`config.mk`:
```
export PLATFORM = sky130hd
export DESIGN_NAME = axi4_lite_master_arbiter
export DESIGN_NICKNAME = d
export VERILOG_FILES = /design/src/rtl/axi4_lite_master_arbiter.sv
export SDC_FILE = /design/constraint.sdc
export NUM_CORES = 1
export LEC_CHECK = 0
export BUFFER_PORTS_ARGS = -buffer_cell sky130_fd_sc_hd__buf_2
export CORE_AREA = 2 2 133 135
export CTS_CLUSTER_SIZE = 40
export DETAILED_ROUTE_END_ITERATION = 6
export DIE_AREA = 0 0 135 137
export HOLD_SLACK_MARGIN = 0.1
export PLACE_DENSITY = 0.69
export SYNTH_ARGS = -nofsm -noshare
export SYNTH_HDL_FRONTEND = slang
export SYNTH_SLANG_ARGS = --single-unit
export TNS_END_PERCENT = 100
```
`constraint.sdc`:
```
create_clock -name i_aclk -period 2.9 [get_ports i_aclk]
set_clock_uncertainty 0.05 [all_clocks]
set_input_delay 0.145 -clock i_aclk [delete_from_list [all_inputs] [get_ports i_aclk]]
set_output_delay 0.145 -clock i_aclk [all_outputs]
set_load 0.01 [all_outputs]
```
`src/rtl/axi4_lite_master_arbiter.sv`:
```
// Two-requester round-robin arbiter that sequences single-beat commands onto one AXI4-Lite
// master port, one transaction outstanding at a time.
module axi4_lite_master_arbiter (
  input  logic        i_aclk,
  input  logic        i_areset,
  // requester side
  input  logic [1:0]  i_req_valid,
  input  logic [1:0]  i_req_write,
  input  logic [63:0] i_req_addr,
  input  logic [5:0]  i_req_prot,
  input  logic [63:0] i_req_wdata,
  input  logic [7:0]  i_req_wstrb,
  output logic [1:0]  o_req_ready,
  output logic [1:0]  o_rsp_valid,
  output logic [31:0] o_rsp_rdata,
  output logic [1:0]  o_rsp_resp,
  // AXI4-Lite master
  output logic [31:0] o_awaddr,
  output logic [2:0]  o_awprot,
  output logic        o_awvalid,
  input  logic        i_awready,
  output logic [31:0] o_wdata,
  output logic [3:0]  o_wstrb,
  output logic        o_wvalid,
  input  logic        i_wready,
  input  logic [1:0]  i_bresp,
  input  logic        i_bvalid,
  output logic        o_bready,
  output logic [31:0] o_araddr,
  output logic [2:0]  o_arprot,
  output logic        o_arvalid,
  input  logic        i_arready,
  input  logic [31:0] i_rdata,
  input  logic [1:0]  i_rresp,
  input  logic        i_rvalid,
  output logic        o_rready
);

  typedef enum logic [2:0] {
    StIdle,
    StWrite,
    StWresp,
    StRead,
    StRdata,
    StDone
  } state_e;

  state_e      r_state;
  state_e      w_state_next;
  logic        r_last;
  logic        r_grant;
  logic [31:0] r_addr;
  logic [2:0]  r_prot;
  logic [31:0] r_wdata;
  logic [3:0]  r_wstrb;
  logic        r_awvalid;
  logic        r_wvalid;
  logic [31:0] r_rsp_rdata;
  logic [1:0]  r_rsp_resp;

  logic        w_grant;
  logic        w_take;
  logic        w_write_sel;
  logic        w_aw_done;
  logic        w_w_done;

  // On a tie the requester that was not served last wins.
  assign w_grant     = i_req_valid[1] & (~i_req_valid[0] | ~r_last);
  assign w_take      = (r_state == StIdle) & (|i_req_valid) & ~i_areset;
  assign w_write_sel = w_grant ? i_req_write[1] : i_req_write[0];
  assign w_aw_done   = ~r_awvalid | i_awready;
  assign w_w_done    = ~r_wvalid | i_wready;

  always_comb begin
    w_state_next = r_state;
    unique case (r_state)
      StIdle:  if (w_take) w_state_next = w_write_sel ? StWrite : StRead;
      StWrite: if (w_aw_done && w_w_done) w_state_next = StWresp;
      StWresp: if (i_bvalid) w_state_next = StDone;
      StRead:  if (i_arready) w_state_next = StRdata;
      StRdata: if (i_rvalid) w_state_next = StDone;
      StDone:  w_state_next = StIdle;
      default: w_state_next = StIdle;
    endcase
  end

  always_ff @(posedge i_aclk or posedge i_areset) begin
    if (i_areset) begin
      r_state <= StIdle;
    end else begin
      r_state <= w_state_next;
    end
  end

  always_ff @(posedge i_aclk or posedge i_areset) begin
    if (i_areset) begin
      r_last      <= 1'b1;
      r_grant     <= 1'b0;
      r_addr      <= '0;
      r_prot      <= '0;
      r_wdata     <= '0;
      r_wstrb     <= '0;
      r_awvalid   <= 1'b0;
      r_wvalid    <= 1'b0;
      r_rsp_rdata <= '0;
      r_rsp_resp  <= '0;
    end else begin
      unique case (r_state)
        StIdle: begin
          if (w_take) begin
            r_grant   <= w_grant;
            r_addr    <= w_grant ? i_req_addr[63:32]  : i_req_addr[31:0];
            r_prot    <= w_grant ? i_req_prot[5:3]    : i_req_prot[2:0];
            r_wdata   <= w_grant ? i_req_wdata[63:32] : i_req_wdata[31:0];
            r_wstrb   <= w_grant ? i_req_wstrb[7:4]   : i_req_wstrb[3:0];
            r_awvalid <= w_write_sel;
            r_wvalid  <= w_write_sel;
          end
        end
        StWrite: begin
          if (r_awvalid && i_awready) r_awvalid <= 1'b0;
          if (r_wvalid && i_wready)   r_wvalid  <= 1'b0;
        end
        StWresp: if (i_bvalid) r_rsp_resp <= i_bresp;
        StRdata: begin
          if (i_rvalid) begin
            r_rsp_rdata <= i_rdata;
            r_rsp_resp  <= i_rresp;
          end
        end
        StDone:  r_last <= r_grant;
        default: ;
      endcase
    end
  end

  // Every AXI output comes straight from a register; no AXI input reaches an AXI output.
  assign o_req_ready = w_take ? (w_grant ? 2'b10 : 2'b01) : 2'b00;
  assign o_rsp_valid = (r_state == StDone) ? (r_grant ? 2'b10 : 2'b01) : 2'b00;
  assign o_rsp_rdata = r_rsp_rdata;
  assign o_rsp_resp  = r_rsp_resp;
  assign o_awaddr    = r_addr;
  assign o_awprot    = r_prot;
  assign o_awvalid   = r_awvalid;
  assign o_wdata     = r_wdata;
  assign o_wstrb     = r_wstrb;
  assign o_wvalid    = r_wvalid;
  assign o_bready    = (r_state == StWresp);
  assign o_araddr    = r_addr;
  assign o_arprot    = r_prot;
  assign o_arvalid   = (r_state == StRead);
  assign o_rready    = (r_state == StRdata);

endmodule
```
# == Yosys cells after proc, flatten, opt, wreduce, memory -nomap -nowiden ==
# Cells that the tools add are included.
# word_totals
latch_bits,0
romBits,0
input_bits,189
memories,0
ram_bits,0
ff_bits,112
# op_classes
div_mod_pow,0
addsub,0
reduce_logical,13
mux,24
order_cmp,0
n_eq_ne,12
shifts,0
n_mul,0
bitwise_logic,11
# op_table
operator,n
$mux 32,2
$mux 3,6
$pmux 3 s5,1
$mux 2,7
$ne 2x2->1 const B,6
$reduce_and 3->1,3
$eq 3x2->1 const B,2
$eq 3x3->1 const B,2
$not 1->1,5
$reduce_and 5->1,1
$mux 1,4
$mux 4,1
$pmux 1 s2,2
$pmux 2 s2,1
$reduce_and 2->1,2
$reduce_bool 2->1,2
$and 1x1->1,3
$eq 3x1->1 const B,1
$logic_and 1x1->1,3
$logic_not 3->1,1
$or 1x1->1,3
$ne 2x1->1 const B,1
$reduce_or 2->1,1

# == Logic depth before layout (Yosys ltp) ==
# Gate-level depths: netlist of the first run.
# logic_depth
depth_word,7
mapped_depth,6

# == Least setup slack after synthesis of the first run ==
# OpenSTA, ideal clock, no wires.
# synth_path
path_kind,flip-flop to flip-flop
startpoint,register r_state[0]
endpoint,"register r_rsp_resp[0], in the netlist o_rsp_resp[0]"
path_stages_with_launch,5
t_arrival_ns,1.442
path_slack_ns,1.284
required_ns,2.725
setup_ns,0.125
path_cell_list,dfrtp_1 > buf_2 > nor3b_2 > mux2_1 > mux2_2
# synth_between
elab_chain_cells,3
# synth_rtl
element,line_no,rtl
start: declaration,48,state_e r_state;
start signal: assignment,89,r_state <= StIdle;
start signal: assignment,91,r_state <= w_state_next;
$eq 3x3->1 *,-,
named net o_rready,36,output logic o_rready
$ne 2x2->1 (no source line) or $reduce_bool 2->1 (tied branches),-,
$reduce_and 3->1 (no source line),-,
end signal: assignment,124,StWresp: if (i_bvalid) r_rsp_resp <= i_bresp;
end signal: assignment,128,r_rsp_resp <= i_rresp;
end: declaration,59,logic [1:0] r_rsp_resp;
# Mark *: on every way through the listed nets, which the timed path passes. The rest lies on a longest branch.
# A chain may end at the register's enable or synchronous reset.

# == Worst setup path in the final report of the first run ==
# layout_path
startpoint,register r_state[1]
endpoint,"register r_rsp_resp[0], in the netlist o_rsp_resp[0]"
# layout_between
elab_chain_cells,3
# layout_rtl
element,line_no,rtl
$eq 3x3->1 or $eq 3x2->1 (tied branches),108,unique case (r_state)
$ne 2x2->1 (no source line) or $reduce_bool 2->1 (tied branches),-,
$reduce_and 3->1 (no source line),-,
# Several ways; a longest one is shown, not always the timed one.

==> results.toml, run 1 <==
[outcome]
outcome = "complete, no violations"

[global_route]
use_met2_pct = 33.8
met1_usage_pct = 22.4
antenna_found_initial = 0
gr-usage-all-layers_pct = 19.0
grt_max_degree = 113
grt_pass1_wl_microns = 27700
busiest_layer = "met2"
grt_pass1_vias = 5520
grt.met3_usage_pct = 4.04
grt-ovfl-total = 0

[cts]
cts_root_buf = "clkbuf_16"
cts.sinks = 112
cts_tree = "yes"
cts_setup_buffers = 0
cts_buffers = 9
insertion_delay_ps = 350
cts.clk_slew.worst_paths_ps = 70
h-tree-depth = 3
cts_buffer_depth = 2

[pwr]
seqPwrFrac_pct = 37.0
power_frac_clock_pct = 16.8
power.switching_uw = 2900
peakVddDrop_uv = 454
pwr-share-comb_pct = 46.3
p_int_uw = 4590
total_power_uw = 7490
p_leak_uw = 0.00460
swShare_pct = 38.7
pwr_density_cell_mw_per_mm2 = 818

[sta]
setup_violations = 0
slew_headroom_pct = 44.1
drv_slew = 0
tns_ps = 0
fin_crit_ps = 2210
period_share_pct = 76.3
whs_ps = 221
final_hold_viol_count = 0
timing.final.ws_setup_ps = 687
fmax_mhz = 452
rsz0062_at_grt = "no"
tightest_slew_ps = 838

[detailed_routing]
drtIter0Drc = 235
first_pass_iters = 4
vias_per_cell = 4.65
routedWlPerCell_microns = 15.4
route.detailed.drc = 0
routed_wl_microns = 18100
ant_nets = 0
vias = 5464

[setup_path]
start_kind = "flip-flop"
critPathArrivalTime_ps = 2400
cpPeakStageDelay_ps = 550
path_buf_inv = 1
crit_fanout = 13
required_ps = 3090
reg2reg_from = "r_state[1]"
crit_slowest_cell = "dlygate4sd3_1"
r2r_cells = 4
r2r_slack_ps = 690
crit_family = "multiplexers"
critPathKind = "flip-flop to flip-flop"
critical_path.cell_chain = "nor3b_2, mux2_1, dlygate4sd3_1, mux2_2"
end_kind = "flip-flop"
r2r-end = "o_rsp_resp[0]"

[synth]
yosysTopAreaCell = "dfrtp_1"
synth-edff-count = 0
ys_seq_area_share_pct = 51.1
ys_types = 35
syn_avg_cell_area_sq_um = 11.4
async_flop_share_pct = 100
netlist_instances = 482
synth_area_sq_mm = 0.00549
synth_top_area_share_pct = 50.6
ys_top_cells_by_count = "142 x o21ai_1, 111 x dfrtp_1, 71 x mux2i_1, 38 x buf_4, 35 x mux2_1"
yosysMostFrequentCell = "o21ai_1"
synth_area_leaders = "dfrtp_1 51%, mux2i_1 13%, o21ai_1 13%, mux2_1 7.2%, buf_4 5.2%"
synth-main-ff-cell = "dfrtp_1"
ys_ff_latch = 112
ys.warnings.count = 0
syn_nets = 671

[place]
gp_congestion = 0.762
io_buffers = 337
dp_hpwl_microns = 11100
dp_slack_ps = 782

[floorplan]
die_h_microns = 137
design.core.area_sq_mm = 0.0171
die_w_microns = 135
rows = 48
die_area_sq_mm = 0.0185
ios = 338
initial_core_util_pct = 32.2

[run]
cap_viol_max_count = 0

[min_path]
hold_class = "input port to flip-flop"
min_from = "i_bvalid"
hold_path_end = "r_state[2]"
hold_depth = 4

[final_layout]
nets = 1136
antenna_cells = 0
drive_above_1_share_pct = 39.2
area_growth_pct = 67.0
cell usage in the layout, fill, tap and decap left out, types with 2 or more instances in the layout:
master,count
buf_2,337
dlygate4sd3_1,183
o21ai_1,142
dfrtp_1,111
mux2i_1,71
mux2_1,35
clkbuf_16,9
nor2_1,7
inv_1,4
buf_4,4
a21oi_1,3
mux2_2,3
nor2b_1,3
clkinv_4,3
buf_12,3
nand3b_1,2
nand2b_1,2
and3_1,2
a21o_1,2
nand2_1,2
nor3_1,2
a222oi_1,2
worst max-delay path by stage:
stage,start,to,slack [ps],cells after the start
floorplan,r_state[0],o_rsp_resp[0],1280,4
global placement,r_state[1],o_rsp_rdata[31],840,3
detailed placement,r_state[1],o_rsp_rdata[23],780,3
CTS,r_state[1],o_rsp_resp[0],700,4
global route,r_state[2],o_rsp_resp[0],570,4
finish,r_state[1],o_rsp_resp[0],690,4
state kept, by name, summed over array words and instances, names as in the netlist:
register,flops
o_araddr,32
o_arprot,3
o_awvalid,1
o_rsp_rdata,32
o_rsp_resp,2
o_wdata,32
o_wstrb,4
o_wvalid,1
r_grant,1
r_last,1
r_state,3
power by group through the flow:
| stage | clock network [uW] | registers, uW | logic (uW) |
|---|---|---|---|
| finish | 1250 | 2770 | 3460 |
| global route | 1370 | 2860 | 3780 |
| CTS | 1290 | 2760 | 3450 |
| detailed placement | 0 | 2790 | 3160 |
| global placement | 0 | 2770 | 3080 |
| floorplan | 0 | 3030 | 1890 |
per-layer routing:
layer / share of wire, % / wire length (microns) / up-vias
met2: 52 / 9430 / 211
met1: 40 / 7250 / 2617
met5: 0 / 0 / -
li1: - / - / 2609
met3: 5.9 / 1070 / 27
met4: 1.9 / 352 / 0
worst register-to-register path: cells and delay by family, from the launching register on:
family | cells | cell delay (ps)
buffers and inverters | 1 | 550
DFF | 1 | 520
muxes | 2 | 610
and+or+nand+nor | 1 | 380
cell families after synthesis:
logic type	after synthesis	share of synthesized area (%)
buf+inv	78	10.2
simple gates	26	2.65
flops	112	51.1
compound gates	157	15.3
mux	109	20.8
metrics by stage:
| stage | cells | area [sq um] | util (%) |
|---|---|---|---|
| 3_3_place_gp | 978 | 7030 | 41.2 |
| 3_5_place_dp | 978 | 7030 | 41.2 |
| 2_1_floorplan | 482 | 5490 | - |
| 6_report | 1176 | 9160 | 53.7 |
| 5_1_grt | 1176 | 9160 | 53.7 |
| 4_1_cts | 1176 | 9160 | 53.7 |
timing repair:
item / CTS / global route
hold buffers: 183 / 0
hold endpoints to repair: 220 / 0
endpoints found under the setup margin: 0 / 0
resized for setup: 0 / 0
layout make-up:
| class | instances | area, sq um |
|---|---|---|
| Fill cell | 1450 | 7900 |
| Timing Repair Buffer | 527 | 3610 |
| Sequential cell | 112 | 2800 |
| Multi-Input combinational cell | 292 | 2150 |
| Tap cell | 225 | 282 |
| Clock buffer | 9 | 225 |
| Clock inverter | 6 | 70.1 |
| Inverter | 5 | 22.5 |
Power figures use the tool's default switching activity.
==> inputs of run 2 (changes only) <==
- ABC_AREA: default -> 1
- CORE_AREA: 2 2 133 135 -> 2 2 131 133
- DIE_AREA: 0 0 135 137 -> 0 0 133 135
- PLACE_DENSITY: 0.69 -> 0.67
- clock period: 2.9 -> 2.2 ns (I/O delays scaled with it)
==> run 2 against run 1 <==
  * Die area is 2.9% lower
  * Final cell count is 16% higher
  * Critical endpoint is now o_req_ready[0]
  * First-iteration DRC count is 52% higher
  * Via count is 18% higher
  * Clock power is 43% higher
  * Non-clock buffer count is 13 higher
  * Sequential power is 33% higher
  * Global-route usage is 4.4 points higher
  * Count of clock-buffer cells in the layout is 1 higher
  * Critical path depth is 3 higher
  * Combinational power is 29% higher
  * Highest routed layer unchanged
==> results.toml, run 2 <==
[outcome]
outcome = "complete, no violations"

[final_layout]
multi_input_area_sq_mm = 0.00189
area_growth_pct = 75.1
final_common_cell = "buf_2"
final_core_util_pct = 55.5
regArea_sq_mm = 0.00280
fillers = 1375
instances_no_fill = 1361
drive_above_1_share_pct = 32.7
nets = 1324
final_cell_mix = "337 x buf_2, 319 x nand2_1, 191 x dlygate4sd3_1, 112 x nand3_1, 111 x dfrtp_1"

[synth]
synth-main-ff-cell = "dfrtp_1"
ys_top_cells_by_count = "320 x nand2_1, 112 x nand3_1, 111 x dfrtp_1, 43 x buf_4, 17 x buf_2"
ys_types = 19
ys_seq_area_share_pct = 54.0
synth_top_area_share_pct = 53.5
yosys.area_share.adder_pct = 0
yosysTopAreaCell = "dfrtp_1"
synth_xor_area_share_pct = 0
ys.warnings.count = 0
synth_area_sq_mm = 0.00519
ys_ff_latch = 112
post_synth_and_or_nand_nor_area_fraction_pct = 35.5
synth_area_leaders = "dfrtp_1 53%, nand2_1 23%, nand3_1 11%, buf_4 6.2%, buf_2 1.6%"
synth.area.mux_share_pct = 0
synth-edff-count = 0
synth_top_family_by_area = "simple AND/OR/NAND/NOR gates"
synth-compound-area-share_pct = 0.771
netlist_instances = 652
async_flop_share_pct = 100
syn_nets = 841
syn_avg_cell_area_sq_um = 7.97
yosysMostFrequentCell = "nand2_1"

[floorplan]
design.core.area_sq_mm = 0.0164
rows = 47
die_h_microns = 135
die_w_microns = 133
die_area_sq_mm = 0.0180
ios = 338
initial_core_util_pct = 31.7

[setup_path]
crit_fanout = 36
start_kind = "flip-flop"
end_kind = "primary output"
critPathKind = "flip-flop to primary output"
critPathArrivalTime_ps = 1850
required_ps = 2040

[detailed_routing]
vias_per_cell = 4.75
route.detailed.drc = 0
first_pass_iters = 7
ant_nets = 0
routedWlPerCell_microns = 15.8
drtIter0Drc = 358
routed_wl_microns = 21500
vias = 6458

[global_route]
grt_max_degree = 113
grt-ovfl-total = 0
antenna_found_initial = 1
gr-usage-all-layers_pct = 23.4
grt_pass1_wl_microns = 33300
grt_pass1_vias = 6589

[sta]
slew_headroom_pct = 57.6
tightest_slew_ps = 637
final_hold_viol_count = 0
fin_crit_ps = 2010
fmax_mhz = 498
whs_ps = 130
drv_slew = 0
rsz0062_at_grt = "no"
period_share_pct = 91.4
setup_violations = 0

[cts]
cts_root_buf = "clkbuf_16"
insertion_delay_ps = 350
h-tree-depth = 3
cts.sinks = 112
cts_buffers = 9
cts.clk_slew.worst_paths_ps = 80
cts_tree = "yes"
cts_buffer_depth = 2

[pwr]
peakVddDrop_uv = 650
power_frac_clock_pct = 18.0
swShare_pct = 40.5
seqPwrFrac_pct = 37.1
p_int_uw = 5910
pwr_density_cell_mw_per_mm2 = 1090
power.switching_uw = 4030
total_power_uw = 9930
p_leak_uw = 0.00495
pwr-share-comb_pct = 44.9

[place]
dp_cells = 1153
gp_congestion = 0.794
dp_hpwl_microns = 12600
io_buffers = 337

[min_path]
hold_class = "input port to flip-flop"

[run]
cap_viol_max_count = 0
## run 2: path summary, 6_finish.rpt
kind / from / endpoint / slack [ps] / cells past startpoint
worst max-delay path: r_state[0] / o_req_ready[0] / 190 / 7
worst min-delay path: i_wready / o_wvalid / 130 / 6
worst max register to register: r_state[0] / o_rsp_resp[0] / 230 / 9
worst min register to register: o_rsp_rdata[12] / o_rsp_rdata[12] / 420 / 2
max in group asynchronous: i_areset / o_wdata[9] / 1150 / 4
min in group asynchronous: i_areset / r_grant / 460 / 4
## run 2: final cells by class
type,instances,area share (%)
clock inverters,6,1.02
clock buffers,10,2.52
repair buffers,540,41.0
inverters,18,0.784
multi-input cells,454,20.8
diodes,1,0.0275
flip-flops and latches,112,30.8
well taps,220,3.03
## run 2: kinds of logic (layout without fill, tap and decap cells)
| logic type | Yosys count | after routing |
|---|---|---|
| compound gates | 8 | 8 |
| simple gates | 446 | 446 |
| buf+inv | 86 | 574 |
| flops | 112 | 112 |
| other cells | 0 | 1 |
## run 2: power groups by stage
stage	Sequential [uW]	Combinational, uW	Clock [uW]
after global placement	3650	4040	0
final	3680	4460	1790
after global routing	3780	4880	1900
after detailed placement	3630	4110	0
after CTS	3640	4380	1850
after floorplan	4000	2210	0
## run 2: through the flow
stage,setup slack (ps),instance area [sq um],setup TNS [ps]
after floorplan,-634,5240,-47730
after global placement,456,6850,0
after detailed placement,335,6850,0
after CTS,20.6,9080,0
after global routing,58.9,9100,0
final,190,9100,0
## run 2: what timing repair did
action,4_1_cts,5_1_grt
endpoints found under the setup margin,0,2
hold buffers,191,0
setup buffers,0,0
endpoints found under the hold margin,218,0
gates resized for setup,0,5
## run 2: metal layers
| layer | up-vias | global-route usage, % | part of all wire [%] |
|---|---|---|---|
| li1 | 2977 | - | - |
| met1 | 2969 | 27.0 | 37 |
| met2 | 439 | 39.3 | 47 |
| met3 | 73 | 6.79 | 11 |
| met4 | 0 | 12.7 | 4.5 |
| met5 | - | 0 | 0 |
## run 2: critical path: stages, from the launching register on
cell,delay [ps]
dfrtp_1,440
nor2_2,170
nand2_1,120
nor2_1,130
inv_2,100
nor2_4,150
buf_12,210
buf_2,160
==> inputs of run 3 (changes only) <==
- REMOVE_ABC_BUFFERS: default -> 1
==> run 3 against run 2 <==
  * Maximum frequency down 0.89%
  * Via count is 0.67% lower
  * Core utilization decreased by 0.31 points
  * Critical endpoint is now o_rsp_rdata[4]
  * Critical path type is now flip-flop to flip-flop
  * Combinational power is 1% higher
  * First-iteration DRC count increased by 3.1%
  * Clock power is 11% lower
  * Largest power group unchanged
==> results.toml, run 3 (synthesis results as in run 2) <==
[floorplan]
design.core.area_sq_mm = 0.0164
rows = 47
ios = 338
die_area_sq_mm = 0.0180
die_h_microns = 135
die_w_microns = 133
initial_core_util_pct = 31.7

[global_route]
grt_pass1_vias = 6518
grt_pass1_wl_microns = 33500
grt-ovfl-total = 0
antenna_found_initial = 0
grt_max_degree = 66
gr-usage-all-layers_pct = 23.5

[detailed_routing]
vias = 6415
ant_nets = 0
routedWlPerCell_microns = 16.2
first_pass_iters = 7
vias_per_cell = 4.72
route.detailed.drc = 0
routed_wl_microns = 22000
drtIter0Drc = 369

[sta]
fmax_mhz = 493
whs_ps = 114
rsz0062_at_grt = "no"
slew_headroom_pct = 45.6
tightest_slew_ps = 816
period_share_pct = 92.2
final_hold_viol_count = 0
setup_violations = 0
fin_crit_ps = 2030
drv_slew = 0

[min_path]
hold_depth = 5
hold_path_end = "o_awvalid"
hold_class = "input port to flip-flop"
min_from = "i_wready"

[pwr]
peakVddDrop_uv = 763
pwr-share-comb_pct = 46.2
p_leak_uw = 0.00495
pwr_density_cell_mw_per_mm2 = 1080
power.switching_uw = 4070
swShare_pct = 41.6
power_frac_clock_pct = 16.2
seqPwrFrac_pct = 37.6
p_int_uw = 5720

[place]
io_buffers = 337
dp_cells = 1154
gp_congestion = 0.849
dp_hpwl_microns = 12900

[cts]
cts_buffer_depth = 2
cts.sinks = 112
cts_tree = "yes"
insertion_delay_ps = 350
cts_buffers = 9
cts.clk_slew.worst_paths_ps = 80
cts_root_buf = "clkbuf_16"
h-tree-depth = 3

[final_layout]
final_core_util_pct = 55.1
drive_above_1_share_pct = 33.0
fillers = 1371
final_common_cell = "buf_2"
multi_input_area_sq_mm = 0.00189
nets = 1323
antenna_cells = 0
instances_no_fill = 1359
area_growth_pct = 74.2
regArea_sq_mm = 0.00280
final_cell_mix = "337 x buf_2, 320 x nand2_1, 186 x dlygate4sd3_1, 112 x nand3_1, 111 x dfrtp_1"

[setup_path]
r2r_slack_ps = 170
start_kind = "flip-flop"
crit_fanout = 25
crit_top_cell = "nand2_1"
r2r-end = "o_rsp_rdata[4]"
critical_path.cell_chain = "nor2_2, nand2_1, clkinv_1, buf_4, nand3_1, dlygate4sd3_1, nand2_1"
cp.depth = 7
path_buf_inv = 3
crit_slowest_cell = "dlygate4sd3_1"
critPathArrivalTime_ps = 2270
critPathKind = "flip-flop to flip-flop"
required_ps = 2440
reg2reg_from = "r_state[0]"
end_kind = "flip-flop"
cpPeakStageDelay_ps = 570
crit_family = "buffers and inverters"
r2r_cells = 7

[outcome]
outcome = "complete, no violations"

[run]
cap_viol_max_count = 0
==> run 3: cell count changes in the layout (fill, tap and decap cells not counted), moves of 2 or more <==
cell | before | now
dlygate4sd3_1 | 191 | 186
buf_4 | 8 | 12
bufinv_16 | 2 | 0
clkbuf_16 | 9 | 11
inv_6 | 0 | 2
==> run 3: cell type report <==
cell class                 instances  share of cell area [%]
clock buffer                      10                    2.64
sequential                       112                    31.0
clock inverter                     6                   0.470
multi-input combinational        454                    20.9
timing repair buffer             539                    41.2
inverter                          18                   0.774
tap                              220                    3.04
==> run 3: metrics by stage <==
step	total power, uW	setup WS [ps]	instance area [sq um]	TNS [ps]
6_report	9790	172	9050	0
5_1_grt	10400	27.2	9050	0
4_1_cts	9660	105	8990	0
3_5_place_dp	7750	403	6840	0
3_3_place_gp	7690	503	6840	0
2_1_floorplan	5690	-2570	4760	-299710
==> run 3: how the worst max path moves through the flow <==
| stage | from | endpoint | slack, ps |
|---|---|---|---|
| 2_1_floorplan | i_areset | o_araddr[0] | -2570 |
| 3_3_place_gp | r_state[0] | o_wdata[10] | 500 |
| 3_5_place_dp | r_state[0] | o_arprot[1] | 400 |
| 4_1_cts | r_state[0] | o_req_ready[0] | 110 |
| 5_1_grt | r_state[0] | o_req_ready[1] | 30 |
| 6_report | r_state[0] | o_rsp_rdata[4] | 170 |
==> run 3: what timing repair did <==
item | in CTS | in global routing
hold buffers | 186 | 0
buffers inserted | 0 | 1
resized for setup | 0 | 1
setup endpoints to repair | 0 | 5
hold endpoints to repair | 218 | 0
==> run 3: per-layer routing <==
| metal | track usage [%] | up-vias | part of all wire [%] |
|---|---|---|---|
| li1 | - | 2975 | - |
| met1 | 26.7 | 2984 | 37 |
| met2 | 40.8 | 394 | 49 |
| met3 | 7.17 | 62 | 10 |
| met4 | 10.5 | 0 | 3.8 |
| met5 | 0 | - | 0 |
==> run 3: power groups by stage <==
stage | Sequential (uW) | Clock [uW] | Combinational [uW]
2_1_floorplan | 4180 | 0 | 1510
3_3_place_gp | 3640 | 0 | 4050
3_5_place_dp | 3650 | 0 | 4100
4_1_cts | 3640 | 1640 | 4380
5_1_grt | 3780 | 1710 | 4950
6_report | 3680 | 1590 | 4520
==> run 3: tightest hold or removal path, stage by stage <==
cell and delay [ps]:
buf_2 100, nand2_1 60, nand2_1 60, nand4_1 100, nand2_1 50
